## src/rtl/game_pkg.sv

```systemverilog
// Shared types and field layout for the square-dodge game status logic.
// Latency: n/a (declarations only).
// Backpressure: n/a.
package game_pkg;

    // Controller states: waiting, per-frame idle, obstacle scan, verdict, finished
    typedef enum logic [2:0] {
        ST_IDLE = 3'd0,
        ST_PLAY = 3'd1,
        ST_SCAN = 3'd2,
        ST_EVAL = 3'd3,
        ST_OVER = 3'd4
    } state_t;

    localparam int COORD_W  = 10;
    localparam int PLAYER_W = 20;
    localparam int ENTRY_W  = 40;
    localparam int SCORE_W  = 16;

    // Player position field offsets
    localparam int POS_X = 0;
    localparam int POS_Y = 10;

    // Obstacle entry field offsets; dx/dy are motion data and not used here
    localparam int ENTRY_X  = 0;
    localparam int ENTRY_Y  = 10;
    localparam int ENTRY_DX = 20;
    localparam int ENTRY_DY = 30;

endpackage

```

## src/rtl/aabb_overlap.sv

```systemverilog
// Axis-aligned square overlap test between the player and one obstacle.
// Latency: combinational.
// Backpressure: none.
module aabb_overlap
    import game_pkg::*;
#(
    parameter int A_SIZE = 20,
    parameter int B_SIZE = 20
) (
    input  logic [COORD_W-1:0] ax,
    input  logic [COORD_W-1:0] ay,
    input  logic [COORD_W-1:0] bx,
    input  logic [COORD_W-1:0] by,
    output logic               overlap
);

    // One extra bit so x+size near the right/bottom edge never wraps to a small value
    logic [COORD_W:0] ax_w, ay_w, bx_w, by_w;

    // Strict compares: squares that only share an edge are not overlapping
    always_comb begin
        ax_w    = {1'b0, ax};
        ay_w    = {1'b0, ay};
        bx_w    = {1'b0, bx};
        by_w    = {1'b0, by};
        overlap = (ax_w < bx_w + (COORD_W+1)'(B_SIZE)) &&
                  (bx_w < ax_w + (COORD_W+1)'(A_SIZE)) &&
                  (ay_w < by_w + (COORD_W+1)'(B_SIZE)) &&
                  (by_w < ay_w + (COORD_W+1)'(A_SIZE));
    end

endmodule

```

## src/rtl/game_status.sv

```systemverilog
// Collision/score/lives controller: per-frame serial obstacle scan, lives, score, game state.
// Latency: tick in cycle T -> scan T+1..T+N_OBST, verdict T+N_OBST+1, hit pulse T+N_OBST+2.
// Backpressure: none; refresh_tick outside PLAY is dropped. GAME_STATUS_BCD_EN selects BCD score.
module game_status
    import game_pkg::*;
#(
    parameter int N_OBST       = 16,
    parameter int PLAYER_SIZE  = 20,
    parameter int OBST_SIZE    = 20,
    parameter int LIVES_INIT   = 3,
    parameter int GRACE_FRAMES = 60,
    parameter int SCORE_DIV    = 60
) (
    input  logic                       clk_100MHz,
    input  logic                       reset,
    input  logic                       refresh_tick,
    input  logic                       start,
    input  logic [PLAYER_W-1:0]        player_pos,
    input  logic [ENTRY_W*N_OBST-1:0]  obst_pos,
    output logic                       status,
    output logic                       game_over,
    output logic [2:0]                 lives,
    output logic [SCORE_W-1:0]         score,
    output logic                       hit,
    output logic                       busy
);

    localparam int IDX_W   = (N_OBST > 1) ? $clog2(N_OBST) : 1;
    localparam int GRACE_W = (GRACE_FRAMES > 0) ? $clog2(GRACE_FRAMES + 1) : 1;
    localparam int FRAME_W = (SCORE_DIV > 1) ? $clog2(SCORE_DIV + 1) : 1;
    localparam logic [IDX_W-1:0] IDX_LAST = IDX_W'(N_OBST - 1);

    state_t               state_q, state_d;
    logic                 start_q;
    logic                 start_rise;
    logic [COORD_W-1:0]   player_x_q, player_y_q;
    logic [COORD_W-1:0]   obst_x_q [N_OBST];
    logic [COORD_W-1:0]   obst_y_q [N_OBST];
    logic [IDX_W-1:0]     idx_q;
    logic                 hit_flag_q;
    logic                 overlap_cur;
    logic                 lose_life;
    logic [2:0]           lives_q, lives_dec;
    logic [SCORE_W-1:0]   score_q;
    logic [GRACE_W-1:0]   grace_q;
    logic [FRAME_W-1:0]   frame_q;
    logic                 hit_q;
    logic [N_OBST*2*COORD_W-1:0] unused_dxdy;

    // Score increment, saturating; decimal digits with carry when BCD display is enabled
    function automatic logic [SCORE_W-1:0] score_inc(input logic [SCORE_W-1:0] s);
        logic [SCORE_W-1:0] r;
`ifdef GAME_STATUS_BCD_EN
        logic carry;
        r     = s;
        carry = (s != 16'h9999);
        for (int d = 0; d < 4; d++) begin
            if (carry) begin
                if (r[d*4 +: 4] >= 4'd9) begin
                    r[d*4 +: 4] = 4'd0;
                end else begin
                    r[d*4 +: 4] = r[d*4 +: 4] + 4'd1;
                    carry       = 1'b0;
                end
            end
        end
`else
        r = (s == 16'hFFFF) ? s : s + 16'd1;
`endif
        return r;
    endfunction

    // Obstacle motion fields ride along in the vector but play no part in collisions
    always_comb begin
        unused_dxdy = '0;
        for (int i = 0; i < N_OBST; i++) begin
            unused_dxdy[i*2*COORD_W +: 2*COORD_W] = obst_pos[i*ENTRY_W + ENTRY_DX +: 2*COORD_W];
        end
    end

    assign start_rise = start & ~start_q;
    assign lose_life  = hit_flag_q && (grace_q == '0);
    assign lives_dec  = (lives_q != 3'd0) ? lives_q - 3'd1 : 3'd0;

    aabb_overlap #(
        .A_SIZE (PLAYER_SIZE),
        .B_SIZE (OBST_SIZE)
    ) u_overlap (
        .ax      (player_x_q),
        .ay      (player_y_q),
        .bx      (obst_x_q[idx_q]),
        .by      (obst_y_q[idx_q]),
        .overlap (overlap_cur)
    );

    // State register
    always_ff @(posedge clk_100MHz) begin
        if (reset) state_q <= ST_IDLE;
        else       state_q <= state_d;
    end

    // Next-state and state-decoded outputs
    always_comb begin
        state_d   = state_q;
        status    = 1'b0;
        game_over = 1'b0;
        busy      = 1'b0;
        case (state_q)
            ST_IDLE: if (start_rise) state_d = ST_PLAY;
            ST_PLAY: begin
                status = 1'b1;
                if (refresh_tick) state_d = ST_SCAN;
            end
            ST_SCAN: begin
                status = 1'b1;
                busy   = 1'b1;
                if (idx_q == IDX_LAST) state_d = ST_EVAL;
            end
            ST_EVAL: begin
                status  = 1'b1;
                busy    = 1'b1;
                state_d = (lose_life && lives_dec == 3'd0) ? ST_OVER : ST_PLAY;
            end
            ST_OVER: begin
                game_over = 1'b1;
                if (start_rise) state_d = ST_PLAY;
            end
            default: state_d = ST_IDLE;
        endcase
    end

    // Snapshot, scan accumulation, lives/score/grace bookkeeping
    always_ff @(posedge clk_100MHz) begin
        if (reset) begin
            start_q    <= 1'b1;
            player_x_q <= '0;
            player_y_q <= '0;
            for (int i = 0; i < N_OBST; i++) begin
                obst_x_q[i] <= '0;
                obst_y_q[i] <= '0;
            end
            idx_q      <= '0;
            hit_flag_q <= 1'b0;
            lives_q    <= 3'd0;
            score_q    <= '0;
            grace_q    <= '0;
            frame_q    <= '0;
            hit_q      <= 1'b0;
        end else begin
            start_q <= start;
            hit_q   <= 1'b0;
            case (state_q)
                ST_IDLE, ST_OVER: begin
                    if (start_rise) begin
                        lives_q <= 3'(LIVES_INIT);
                        score_q <= '0;
                        grace_q <= '0;
                        frame_q <= '0;
                    end
                end
                ST_PLAY: begin
                    if (refresh_tick) begin
                        player_x_q <= player_pos[POS_X +: COORD_W];
                        player_y_q <= player_pos[POS_Y +: COORD_W];
                        for (int i = 0; i < N_OBST; i++) begin
                            obst_x_q[i] <= obst_pos[i*ENTRY_W + ENTRY_X +: COORD_W];
                            obst_y_q[i] <= obst_pos[i*ENTRY_W + ENTRY_Y +: COORD_W];
                        end
                        idx_q      <= '0;
                        hit_flag_q <= 1'b0;
                    end
                end
                ST_SCAN: begin
                    hit_flag_q <= hit_flag_q | overlap_cur;
                    idx_q      <= idx_q + 1'b1;
                end
                ST_EVAL: begin
                    if (lose_life) begin
                        lives_q <= lives_dec;
                        grace_q <= GRACE_W'(GRACE_FRAMES);
                        hit_q   <= 1'b1;
                    end else begin
                        if (grace_q != '0) grace_q <= grace_q - 1'b1;
                        if (frame_q == FRAME_W'(SCORE_DIV - 1)) begin
                            frame_q <= '0;
                            score_q <= score_inc(score_q);
                        end else begin
                            frame_q <= frame_q + 1'b1;
                        end
                    end
                end
                default: ;
            endcase
        end
    end

    assign lives = lives_q;
    assign score = score_q;
    assign hit   = hit_q;

endmodule

```

## config.mk

```make
export PLATFORM = sky130hd
export DESIGN_NAME = game_status
export DESIGN_NICKNAME = d
export VERILOG_FILES = /design/src/rtl/game_pkg.sv /design/src/rtl/aabb_overlap.sv /design/src/rtl/game_status.sv
export SDC_FILE = /design/constraint.sdc
export NUM_CORES = 1
export LEC_CHECK = 0
export BUFFER_PORTS_ARGS = -buffer_cell sky130_fd_sc_hd__buf_2
export CAP_MARGIN = 10
export CORE_AREA = 4 4 264 266
export CTS_CLUSTER_SIZE = 12
export DETAILED_ROUTE_END_ITERATION = 6
export DIE_AREA = 0 0 268 270
export PLACE_DENSITY = 0.6
export SETUP_SLACK_MARGIN = 0.3
export SLEW_MARGIN = 25
export SYNTH_ARGS = -nofsm -noshare
export SYNTH_HDL_FRONTEND = slang
export SYNTH_HIERARCHICAL = 1
export SYNTH_SLANG_ARGS = --single-unit
export TNS_END_PERCENT = 100
```

## constraint.sdc

```tcl
create_clock -name clk_100MHz -period 11.3 [get_ports clk_100MHz]
set_clock_uncertainty 0.2 [all_clocks]
set_input_delay 0.565 -clock clk_100MHz [delete_from_list [all_inputs] [get_ports clk_100MHz]]
set_output_delay 0.565 -clock clk_100MHz [all_outputs]
set_load 0.005 [all_outputs]
```

==> impl_metrics.yaml, run 1 <==
pwr:
  p_leak_nw: 9.02
  power.total_mw: 3.39
  p_per_area_nw_per_um2: 150
  ir_drop_v: 0.0000861
global_routing:
  antenna_found_initial: 17
  grt_use_total: 0.147
  grt_max_degree: 105
  gr-total-overflow: 0
  grt_pass1_wl_um: 80800
  grt_pass1_vias: 12853
clock_network:
  cts_buffer_depth: 3
  cts_tree: "built"
  hold_buffers: 0
  root_buffer: "clkbuf_16"
  clk_pin_slew_ns: 0.06
  cts.sinks: 385
  cts_max_level: 2
  post_cts_buffers: 0
  ctsResizeCount: 0
  clk_latency_ns: 0.57
  numCtsBuffers: 44
route:
  wl_per_cell_um: 21.1
  wl_um: 54700
  drc: 0
  route.antenna.remaining_nets: 0
  vias: 12570
  drt_iter0_markers: 1180
  routed_via_density: 4.86
  first_pass_iters: 5
final_layout:
  fin_util: 0.337
  ff_latch_area_um2: 10900
  syn2layout_area_growth_pct: 22.1
  fillers: 6621
  multi_input_area_um2: 7150
  final_nets: 2380
  drive_gt1_frac: 0.336
synthesis:
  ys_top_cells_by_area: "edfxtp_1 (52%), mux4_2 (12%), dfxtp_1 (7.0%)"
  async_flop_share: 0
  synth_edf_count: 320
  yosys.area.top_type_share: 0.519
  ys.flop_type: "edfxtp_1"
  syn_area_um2: 18500
  syn-num-nets: 2051
  synthCells: 1343
  syn_area_per_cell_um2: 13.8
  ys_ff_latch: 385
  ys_types: 61
  yosysWarnings: 6
  synth-seq-area-share: 0.590
  synth_top_cell_by_area: "edfxtp_1"
timing:
  rsz0062_at_grt: "no"
  tns_ns: 0
  relSlewSlack: 0.343
  post-route-period-util: 0.457
  hold_viol: 0
  slew_viol_final: 0
  finalSetupViolCount: 0
  clock.fmax_ghz: 0.193
  worst_slew_pin_slew_ns: 0.986
  fin_crit_ns: 5.17
worst_setup_path:
  critical-path-top-delay-family: "multiplexers"
  worstPathRequired_ns: 11.59
  slowest_stage: "buf_4"
  cp_num_buf_inv: 1
  path_max_fanout: 35
  max_stage_delay_ns: 0.70
  end_kind: "flip-flop"
  crit_path_start_kind: "flip-flop"
  crit_arrival_ns: 5.46
  path_cells: "buf_4 -> mux4_2 -> mux4_2 -> ha_1 -> o2111ai_1 -> xor2_1 -> ha_1 -> a21o_1 -> a21oi_1 -> o22ai_2 -> a311o_1 -> nor4_2 -> a21oi_1 -> nor2_1"
  crit_type: "flip-flop to flip-flop"
status:
  status: "finished clean"
min_path:
  min-delay-start: "start"
  hp-class: "input port to flip-flop"
placement:
  portBuffers: 366
  gp_congestion: 0.820
  dp_hpwl_um: 38700
die:
  pin_count: 687
  die_w_um: 268
  start_util: 0.276
  die_height_um: 270
  die_area_um2: 72400
  core_um2: 67000
  fp-row-count: 95
job:
  cap_viol_max_count: 0
## flip-flops by register name, summed over array words and instances, names as in the netlist, 3 cells and up, named ones only
register and cells:
player_x_q 10, grace_q 6, obst_x_q 160, player_y_q 10
score 16, state_q 3, obst_y_q 160, frame_q 6
lives 3, idx_q 4
## metal layers
metal  GRT usage  vias up  wire [um]
li1            -     5804          -
met1       0.219     6187      25600
met2       0.214      494      23800
met3      0.0355       71       4160
met4      0.0355       14       1030
met5           0        -         80
## final timing paths
path / endpoint / slack (ns) / cells after the start
worst max-delay path: hit_flag_q / 6.13 / 14
worst min-delay path: start_q / 0.04 / 2
worst max register to register: hit_flag_q / 6.13 / 14
worst min register to register: player_x_q[0] / 0.28 / 2
## cell families (layout without fill, tap and decap cells)
kind of cell               Yosys count  count (layout)  synth area share
adders and majority gates           44              44            0.0298
AOI/OAI and AO/OA                  121             121            0.0406
muxes                              107             107             0.126
DFF                                385             385             0.590
other                                0               9                 0
and+or+nand+nor                    540             540             0.175
buffers and inverters              115             477            0.0252
xor gates and xnor gates            31              31            0.0147
## cells in the mapped netlist (all sizes together), types with 17 or more instances
library cell / n
and3: 183
a21oi: 60
buf: 19
and2: 20
dfxtp: 65
xor2: 19
nand3: 19
ha: 44
o21ai: 17
nor2b: 124
edfxtp: 320
nor2: 36
clkbuf: 80
mux4: 100
nand2: 72
## final cells by class
cell class	instances	share of cell area
antenna	9	0.000997
clock buffer	61	0.0529
clock inverter	18	0.00864
inverter	16	0.00277
multi-input combinational	843	0.316
sequential	385	0.483
tap	873	0.0483
timing repair buffer	382	0.0868
## report_power, final
part	switching (mW)	total, mW	internal, mW	leakage (nW)
Clock	0.580	1.39	0.811	0.671
Sequential	0.0312	1.66	1.63	3.84
Combinational	0.184	0.333	0.148	4.51
Total	0.796	3.39	2.59	9.02
## metrics by stage
step           instances  instance area [um^2]  setup WS [ns]  hold WS [ns]
4_1_cts             2578                 22600           6.01       0.00127
5_1_grt             2582                 22600           5.75       0.00776
3_5_place_dp        2499                 21200           6.02         0.271
2_1_floorplan       1343                 18500           2.50         0.245
3_3_place_gp        2499                 21200           6.13         0.268
6_report            2587                 22600           6.13        0.0431
## cell usage in the layout, fill, tap and decap left out, types with 7 or more instances in the layout
cell type	instances
clkinv_1	8
clkbuf_1	14
a21oi_1	59
diode_2	9
inv_1	15
dfxtp_1	62
nor2_1	31
o31ai_1	8
clkbuf_16	44
nand2_1	71
ha_1	44
o21ai_0	15
xnor2_1	12
nor2b_1	123
nand4_1	8
nor4_1	9
buf_2	365
nand3_1	18
and3_1	183
mux2i_1	7
and2_1	20
xor2_1	19
or3_1	8
or4_1	9
buf_4	15
edfxtp_1	320
nand2b_1	9
nor3_1	13
mux4_2	100
No activity file was read; power rests on OpenSTA's default activity.
==> run 2, diff against run 1 <==
- CORE_AREA: 4 4 264 266 -> 4 4 262 264
- DIE_AREA: 0 0 268 270 -> 0 0 266 268
- PLACE_DENSITY: 0.6 -> 0.62
- clock period: 11.3 -> 4.17 ns (I/O delays scaled with it)
==> run 2 against run 1 <==
Core utilization grew 6.4 points; combinational power grew to 3.8 times the previous value; global-route usage rose by 1.9 points; critical endpoint unchanged; largest cell class unchanged.
==> impl_metrics.yaml, run 2 (synthesis gave the netlist of run 1 again) <==
status:
  status: "finished clean"
final_layout:
  syn2layout_area_growth_pct: 44.1
  mostFrequentLayoutCells: "buf_2 (365), dlygate4sd3_1 (343), edfxtp_1 (320), and3_1 (183), nor2b_1 (123)"
  fillers: 6056
  final_nets: 2767
  design_area_um2: 26700
  final_common_cell: "buf_2"
  final_cells: 2969
  drive_gt1_frac: 0.301
timing:
  finalSetupViolCount: 0
  hold_viol: 0
  layout_setup_ws_ns: 0.0716
  clock.fmax_ghz: 0.244
  slew_viol_final: 0
  rsz0062_at_grt: "yes"
  hold_ws_ns: 0.229
  worst_slew_pin_slew_ns: 1.02
  post-route-period-util: 0.983
  fin_crit_ns: 4.10
  relSlewSlack: 0.317
clock_network:
  clk_pin_slew_ns: 0.06
  cts_tree: "built"
  clk_latency_ns: 0.57
  cts_max_level: 2
  cts.sinks: 385
  numCtsBuffers: 45
  cts_buffer_depth: 3
  root_buffer: "clkbuf_16"
placement:
  dp_hpwl_um: 39600
  gp_congestion: 0.837
  dpl_cell_area_um2: 21600
  post-place-cells: 2535
  post-place-ws_ns: -0.0904
  portBuffers: 366
route:
  route.antenna.remaining_nets: 0
  wl_met1_um: 27000
  wl_um: 61200
  routed_via_density: 4.88
  wl_met3_um: 4280
  first_pass_iters: 5
  drc: 0
  drt_iter0_markers: 1398
  vias: 14499
  top_layer: "met5"
  wl_per_cell_um: 20.6
  dr_wl_met2_um: 28400
min_path:
  hp-class: "input port to flip-flop"
  min-delay-start: "start"
worst_setup_path:
  slowest_stage: "mux4_2"
  end_kind: "flip-flop"
  crit_arrival_ns: 4.40
  path_cells: "buf_12 -> buf_12 -> mux4_2 -> mux4_2 -> ha_4 -> o2111ai_2 -> buf_4 -> xor2_1 -> ha_1 -> a21o_1 -> a21oi_2 -> o22ai_2 -> a311o_1 -> nor4_2 -> a21oi_1 -> nor2_1"
  path_max_fanout: 6
  crit_type: "flip-flop to flip-flop"
  max_stage_delay_ns: 0.59
  crit_path_start_kind: "flip-flop"
  worstPathRequired_ns: 4.47
global_routing:
  grt_pass1_wl_um: 90800
  grt_use_total: 0.165
  grt_max_degree: 202
  gr-total-overflow: 0
  antenna_found_initial: 7
  grt_pass1_vias: 15027
pwr:
  power.total_mw: 9.65
  ir_drop_v: 0.000339
  p_per_area_nw_per_um2: 362
  p_leak_nw: 10.8
die:
  die_area_um2: 71300
  start_util: 0.278
  die_w_um: 266
  fp-row-count: 95
  pin_count: 687
  core_um2: 66600
  die_height_um: 268
job:
  cap_viol_max_count: 0
==> run 2: cell count changes in the layout (fill, tap and decap cells not counted), moves of 4 or more <==
| cell | delta |
|---|---|
| dlygate4sd3_1 | +343 |
| buf_4 | +25 |
| buf_12 | +13 |
| clkinv_2 | +4 |
| clkbuf_1 | -5 |
==> run 2: report_power, final <==
part | switching (mW) | internal, mW | total [mW]
logic | 0.595 | 0.668 | 1.26
clock network | 1.63 | 2.25 | 3.88
registers | 0.0835 | 4.42 | 4.50
==> run 2: layout make-up <==
| class | instances | area [um^2] | area share |
|---|---|---|---|
| tap | 873 | 1090 | 0.0410 |
| inverter | 16 | 62.6 | 0.00235 |
| multi-input combinational | 843 | 7220 | 0.271 |
| sequential | 385 | 10900 | 0.409 |
| timing repair buffer | 768 | 5920 | 0.222 |
| clock buffer | 54 | 1160 | 0.0435 |
| clock inverter | 23 | 274 | 0.0103 |
| antenna | 7 | 17.5 | 0.000657 |
==> run 2: critical path, delay by kind of cell, from the launching register on <==
kind | cells | cell delay, ns
AOI/OAI and AO/OA | 6 | 1.01
xor gates and xnor gates | 1 | 0.15
adders and majority gates | 2 | 0.47
buffers and inverters | 3 | 0.43
DFF | 1 | 0.39
muxes | 2 | 1.10
and+or+nand+nor | 2 | 0.24
==> run 2: worst paths after layout <==
kind	endpoint	slack, ns	cells past startpoint
min reg2reg	player_y_q[0]	0.28	2
min	start_q	0.23	3
max	hit_flag_q	0.07	16
max reg2reg	hit_flag_q	0.07	16
==> run 2: through the flow <==
| stage | utilization | TNS [ns] |
|---|---|---|
| final | 0.401 | 0 |
| after global placement | 0.324 | -0.0542 |
| after detailed placement | 0.324 | -0.0904 |
| after global routing | 0.400 | -0.0128 |
| after floorplan | - | 0 |
| after CTS | 0.399 | 0 |
==> run 2: repair_timing <==
action                                  CTS  global route
resized for setup                        13             6
endpoints found under the setup margin    1             1
cloned                                    1             0
pin swaps                                 2             2
setup buffers                             3             3
hold buffers                            343             0
hold endpoints to repair                345             0
==> run 2: routing by layer <==
metal  GRT usage  vias up
li1            -     6572
met1       0.230     7202
met2       0.262      608
met3      0.0363      115
met4      0.0464        2
met5           0        -
